## config.mk

```make
export PLATFORM = sky130hd
export DESIGN_NAME = control_fsm
export DESIGN_NICKNAME = d
export VERILOG_FILES = /design/src/rtl/control_fsm.sv
export SDC_FILE = /design/constraint.sdc
export NUM_CORES = 1
export LEC_CHECK = 0
export CORE_ASPECT_RATIO = 1.4
export CORE_MARGIN = 2
export CORE_UTILIZATION = 56
export DETAILED_ROUTE_END_ITERATION = 8
export GPL_TIMING_DRIVEN = 1
export MAX_ROUTING_LAYER = met4
export PLACE_DENSITY = 0.85
export SYNTH_ARGS = -nofsm -noshare
export SYNTH_HDL_FRONTEND = slang
export SYNTH_SLANG_ARGS = --single-unit
```

## constraint.sdc

```tcl
create_clock -name clk -period 6.4 [get_ports clk]
set_clock_uncertainty 0.05 [all_clocks]
set_input_delay 0.64 -clock clk [delete_from_list [all_inputs] [get_ports clk]]
set_output_delay 0.64 -clock clk [all_outputs]
set_load 0.005 [all_outputs]
```

## src/rtl/control_fsm.sv

```systemverilog
// Multi-cycle control unit: FETCH/EXEC/MEM/HALT sequencer that decodes the
// current opcode into datapath strobes and keeps a circular return-address stack.
module control_fsm #(
  parameter int PC_W      = 8,
  parameter int RAS_DEPTH = 4
) (
  input  logic            clk,
  input  logic            reset,
  input  logic [3:0]      opcode,
  input  logic [3:0]      eoe,
  input  logic            Z,
  input  logic [PC_W-1:0] pc,
  input  logic            mem_ready,
  output logic            IL,
  output logic [1:0]      PS,
  output logic            MB,
  output logic [3:0]      FS,
  output logic            MD,
  output logic            RW,
  output logic            MW,
  output logic            MP,
  output logic [PC_W-1:0] ret_addr,
  output logic            halted,
  output logic            ras_ovf,
  output logic            ras_unf,
  output logic [1:0]      state
);

  localparam int PTR_W = (RAS_DEPTH > 1) ? $clog2(RAS_DEPTH) : 1;
  localparam int CNT_W = $clog2(RAS_DEPTH + 1);
  localparam logic [PTR_W-1:0] PTR_ONE  = PTR_W'(1);
  localparam logic [CNT_W-1:0] CNT_ONE  = CNT_W'(1);
  localparam logic [CNT_W-1:0] CNT_FULL = CNT_W'(RAS_DEPTH);

  typedef enum logic [1:0] {
    FETCH = 2'b00,
    EXEC  = 2'b01,
    MEM   = 2'b10,
    HALT  = 2'b11
  } state_t;

  localparam logic [1:0] PS_HOLD = 2'b00;
  localparam logic [1:0] PS_INC  = 2'b01;
  localparam logic [1:0] PS_JUMP = 2'b10;
  localparam logic [1:0] PS_RET  = 2'b11;

  localparam logic [3:0] OP_LDI   = 4'b1000;
  localparam logic [3:0] OP_LD    = 4'b1001;
  localparam logic [3:0] OP_ST    = 4'b1010;
  localparam logic [3:0] OP_BZ    = 4'b1011;
  localparam logic [3:0] OP_BNZ   = 4'b1100;
  localparam logic [3:0] OP_JAL   = 4'b1101;
  localparam logic [3:0] OP_JMP   = 4'b1110;
  localparam logic [3:0] OP_RET   = 4'b1111;
  localparam logic [3:0] EOE_HALT = 4'b1111;

  state_t           cur_state;
  state_t           nxt_state;
  logic             mem_is_store;
  logic [PTR_W-1:0] top;
  logic [CNT_W-1:0] count;
  logic [PC_W-1:0]  entries [RAS_DEPTH];
  logic             ovf_flag;
  logic             unf_flag;

  logic             push;
  logic             pop;
  logic             set_unf;
  logic             mem_latch;
  logic             ras_empty;
  logic [PC_W-1:0]  ras_top;
  logic [PTR_W-1:0] top_inc;
  logic [PTR_W-1:0] top_dec;

  function automatic logic is_mem_op(input logic [3:0] op);
    return (op == OP_LD) || (op == OP_ST);
  endfunction

  // A taken branch selects the offset path; a fall-through just increments.
  function automatic logic [1:0] branch_sel(input logic taken);
    return taken ? PS_JUMP : PS_INC;
  endfunction

  assign ras_empty = (count == '0);
  assign ras_top   = ras_empty ? '0 : entries[top];
  assign top_inc   = top + PTR_ONE;
  assign top_dec   = top - PTR_ONE;
  assign halted    = (cur_state == HALT);
  assign state     = cur_state;

  // Stage boundary: state, memory-op latch, RAS and sticky flags.
  always_ff @(posedge clk) begin
    if (reset) begin
      cur_state    <= FETCH;
      mem_is_store <= 1'b0;
      top          <= '0;
      count        <= '0;
      ovf_flag     <= 1'b0;
      unf_flag     <= 1'b0;
      for (int i = 0; i < RAS_DEPTH; i++) begin
        entries[i] <= '0;
      end
    end else begin
      cur_state <= nxt_state;
      if (mem_latch) begin
        mem_is_store <= (opcode == OP_ST);
      end
      if (push) begin
        entries[top_inc] <= pc;
        top              <= top_inc;
        if (count == CNT_FULL) begin
          ovf_flag <= 1'b1;
        end else begin
          count <= count + CNT_ONE;
        end
      end else if (pop) begin
        top   <= top_dec;
        count <= count - CNT_ONE;
      end
      if (set_unf) begin
        unf_flag <= 1'b1;
      end
    end
  end

  always_comb begin
    nxt_state = cur_state;
    IL        = 1'b0;
    PS        = PS_HOLD;
    MB        = 1'b0;
    FS        = 4'b0000;
    MD        = 1'b0;
    RW        = 1'b0;
    MW        = 1'b0;
    MP        = 1'b0;
    ret_addr  = '0;
    ras_ovf   = 1'b0;
    ras_unf   = 1'b0;
    push      = 1'b0;
    pop       = 1'b0;
    set_unf   = 1'b0;
    mem_latch = 1'b0;

    if (!reset) begin
      if (cur_state != HALT) begin
        FS       = opcode;
        ret_addr = ras_top;
        ras_ovf  = ovf_flag;
        ras_unf  = unf_flag;
      end

      unique case (cur_state)
        FETCH: begin
          IL        = 1'b1;
          nxt_state = EXEC;
        end

        EXEC: begin
          nxt_state = FETCH;
          if (!opcode[3]) begin
            PS = PS_INC;
            RW = 1'b1;
          end else begin
            unique case (opcode)
              OP_LDI: begin
                MB = 1'b1;
                RW = 1'b1;
                PS = PS_INC;
              end
              OP_LD, OP_ST: begin
                MD        = (opcode == OP_LD);
                MW        = (opcode == OP_ST);
                mem_latch = is_mem_op(opcode);
                nxt_state = MEM;
              end
              OP_BZ:  PS = branch_sel(Z);
              OP_BNZ: PS = branch_sel(!Z);
              OP_JAL: begin
                PS   = PS_JUMP;
                RW   = 1'b1;
                MP   = 1'b1;
                push = 1'b1;
              end
              OP_JMP: PS = PS_JUMP;
              OP_RET: begin
                if (eoe == EOE_HALT) begin
                  nxt_state = HALT;
                end else if (!ras_empty) begin
                  PS  = PS_RET;
                  pop = 1'b1;
                end else begin
                  PS      = PS_INC;
                  set_unf = 1'b1;
                end
              end
              default: PS = PS_HOLD;
            endcase
          end
        end

        // The access direction comes from the bit latched in EXEC.
        MEM: begin
          MD = !mem_is_store;
          MW = mem_is_store;
          if (mem_ready) begin
            PS        = PS_INC;
            RW        = !mem_is_store;
            nxt_state = FETCH;
          end
        end

        HALT: nxt_state = HALT;

        default: nxt_state = FETCH;
      endcase
    end
  end

endmodule

```

==> results.cfg <==
[sta]
fin_ws_ps = 2669
period_share_pct = 58.30
max_slew_margin_pct = 42.50
tightestPinTransition_ps = 859.9
fmax_mhz = 268.0
finalSetupTns_ps = 0
fin_crit_ps = 3731
hold_viol = 0
rsz0062_at_grt = no
hold_slack_ps = 438.0
final_max_slew_viol_count = 0
setup_viol = 0

[grt]
antenna_found_initial = 0
grt_pass1_wl_mm = 8.535
grt_use_total_pct = 24.71
first_global_vias = 1786
grt_start_max_net_pins = 27
grt_overflow = 0

[setup_path]
arrival_ps = 3040
timing.rr.start = state[1]$_SDFFE_PP0P_
rrSetupSlack_ps = 3580
end_kind = output pin
crit_type = input port to output pin
ff2ff_path_depth = 9
start_kind = input port
crit_required_ps = 5710
critPathMaxFanout = 25
reg2reg_to = count[2]$_SDFFE_PP0P_

[worst_hold_path]
holdCritStartpoint = ovf_flag$_SDFFE_PP0P_
min_path_cells = 2
worstHoldPathType = register to register
min_to = ovf_flag$_SDFFE_PP0P_

[routing]
ant_nets = 0
finalWirelength_mm = 5.224
vias = 1849
drt_iter0_drc = 115
firstDrtPassIters = 4
wl_per_cell_um = 17.24
drc = 0
via_per_inst = 6.102

[cts]
cts_max_path_buffers = 2
post_cts_resized = 0
root_buffer = clkbuf_8
clkSinkCount = 44
insertion_delay_ps = 300
postCtsHoldBufs = 0
h-tree-depth = 2
cts_tree = yes
post_cts.repair.setup_buffers = 0
cts_buffers = 5
clk_pin_slew_worst_paths_ps = 90

[floorplanning]
die_x_um = 59.52
die_area_um2 = 4864
initial_core_util_pct = 57.47
io_pins = 45
die_h_um = 81.72
rows = 28
core_area_um2 = 4204

[synthesis]
synth-edff-count = 32
ys_seq_area_share_pct = 49.72
netlist_top_cells_count = edfxtp_1 (32), and3_1 (23), and2_1 (19), nor2_1 (15), dfxtp_1 (12)
mappedNetlistNets = 247
synth.largest_area_cell = edfxtp_1
synthTopCellsByArea = edfxtp_1 (40%), dfxtp_1 (9.9%), mux4_2 (7.5%)
async_flop_share_pct = 0
synth.most_common_cell = edfxtp_1
netlist.area_leader.share_pct = 39.77
ys_seq_elements = 44
syn_area_um2 = 2416
yosys_warnings = 0
postSynthAreaPerCell_um2 = 10.93
synthCells = 221
synth_flop_cell = edfxtp_1
synth_cell_type_count = 46

[cells_and_area]
syn_to_final_growth_pct = 22.63
antenna_cells = 0
layout-drive-gt1-share_pct = 9.690
final_nets = 283
fillers = 306

[flow_run]
drv_cap = 0

[status]
outcome = completed

[power_and_ir_drop]
p_leak_nw = 1.131
p_total_uw = 591.2
peakVddDrop_mv = 0.1768
p_per_area_nw_per_um2 = 199.6

[placed_design]
place.port_buffers = 44
pre_cts_ws_ps = 2657
gp_congestion = 0.8715
hpwl_mm = 3.687
## cell usage in the layout, fill, tap and decap left out, types with 2 or more instances in the layout
| master | n |
|---|---|
| a31o_2 | 2 |
| and3_1 | 23 |
| a21oi_1 | 6 |
| nor2_1 | 15 |
| mux4_2 | 8 |
| o31ai_1 | 2 |
| o22ai_1 | 2 |
| and2_1 | 19 |
| nor3b_1 | 2 |
| a21o_1 | 2 |
| a211oi_1 | 4 |
| clkinv_4 | 2 |
| nor4_1 | 4 |
| nand2b_1 | 4 |
| clkbuf_8 | 5 |
| o21ai_0 | 9 |
| dfxtp_1 | 12 |
| edfxtp_1 | 32 |
| or3_1 | 3 |
| a31oi_1 | 3 |
| or2_2 | 2 |
| nor3_1 | 8 |
| nor2b_1 | 6 |
| clkdlybuf4s50_1 | 44 |
| nand2_1 | 5 |
| inv_1 | 10 |
| ha_1 | 5 |
## power by group
group	total, mW	switching, mW	leakage [nW]	internal (mW)
sequential	0.317	0.00367	0.428	0.313
combinational	0.0568	0.0288	0.645	0.0280
clock	0.218	0.100	0.0583	0.118
## layer usage
| layer | wire, µm | vias up | part of all wire, % | global-route usage (%) |
|---|---|---|---|---|
| li1 | - | 892 | - | - |
| met1 | 2100 | 887 | 40 | 27.46 |
| met2 | 2835 | 64 | 54 | 43.63 |
| met3 | 218 | 6 | 4.2 | 4.567 |
| met4 | 70 | 0 | 1.3 | 9.111 |
| met5 | 0 | - | 0 | - |
## how the worst max path moves through the flow
stage | startpoint | endpoint | slack (ps) | depth (start not counted)
after floorplan | opcode[0] | count[2]$_SDFFE_PP0P_ | 3870 | 8
after global placement | reset | ret_addr[0] | 2770 | 4
after detailed placement | reset | ret_addr[4] | 2660 | 4
after CTS | reset | ret_addr[7] | 2640 | 4
after global routing | reset | ret_addr[7] | 2470 | 4
final | reset | ret_addr[7] | 2670 | 4
## worst max-delay path: stages
cell             delay (ps)
clkdlybuf4s50_1         840
nor2_1                  780
and3_1                  280
clkdlybuf4s50_1         500
## stage by stage
step / instance area [µm²] / std cells / util (%)
detailed placement: 2846 / 295 / 67.71
CTS: 2963 / 303 / 70.48
floorplan: 2416 / 221 / -
global placement: 2846 / 295 / 67.71
global route: 2963 / 303 / 70.48
finish: 2963 / 303 / 70.48
## registers in the layout, summed over array words and instances (netlist names), named ones only
| signal | flops |
|---|---|
| count | 3 |
| entries | 32 |
| mem_is_store | 1 |
| ovf_flag | 1 |
| state | 2 |
| top | 2 |
| unf_flag | 1 |
## kinds of logic (layout without fill, tap and decap cells)
| logic type | count (synthesis) | count (layout) | share of synthesized area (%) |
|---|---|---|---|
| xor gates and xnor gates | 1 | 1 | 0.3626 |
| and+or+nand+nor | 98 | 98 | 23.67 |
| muxes | 9 | 9 | 7.923 |
| DFF | 44 | 44 | 49.72 |
| adders and majority gates | 6 | 6 | 3.418 |
| AOI/OAI and AO/OA | 37 | 37 | 10.41 |
| buffers and inverters | 26 | 63 | 4.505 |
## area by class of cell
type	instances	area [µm²]	share of cell area (%)
flip-flops and latches	44	1201	40.54
multi-input cells	151	1106	37.33
repair buffers	44	440.4	14.86
clock buffers	5	68.82	2.323
well taps	45	56.30	1.900
clock inverters	3	47.55	1.605
inverters	11	42.54	1.436
Power figures use the tool's default switching activity.
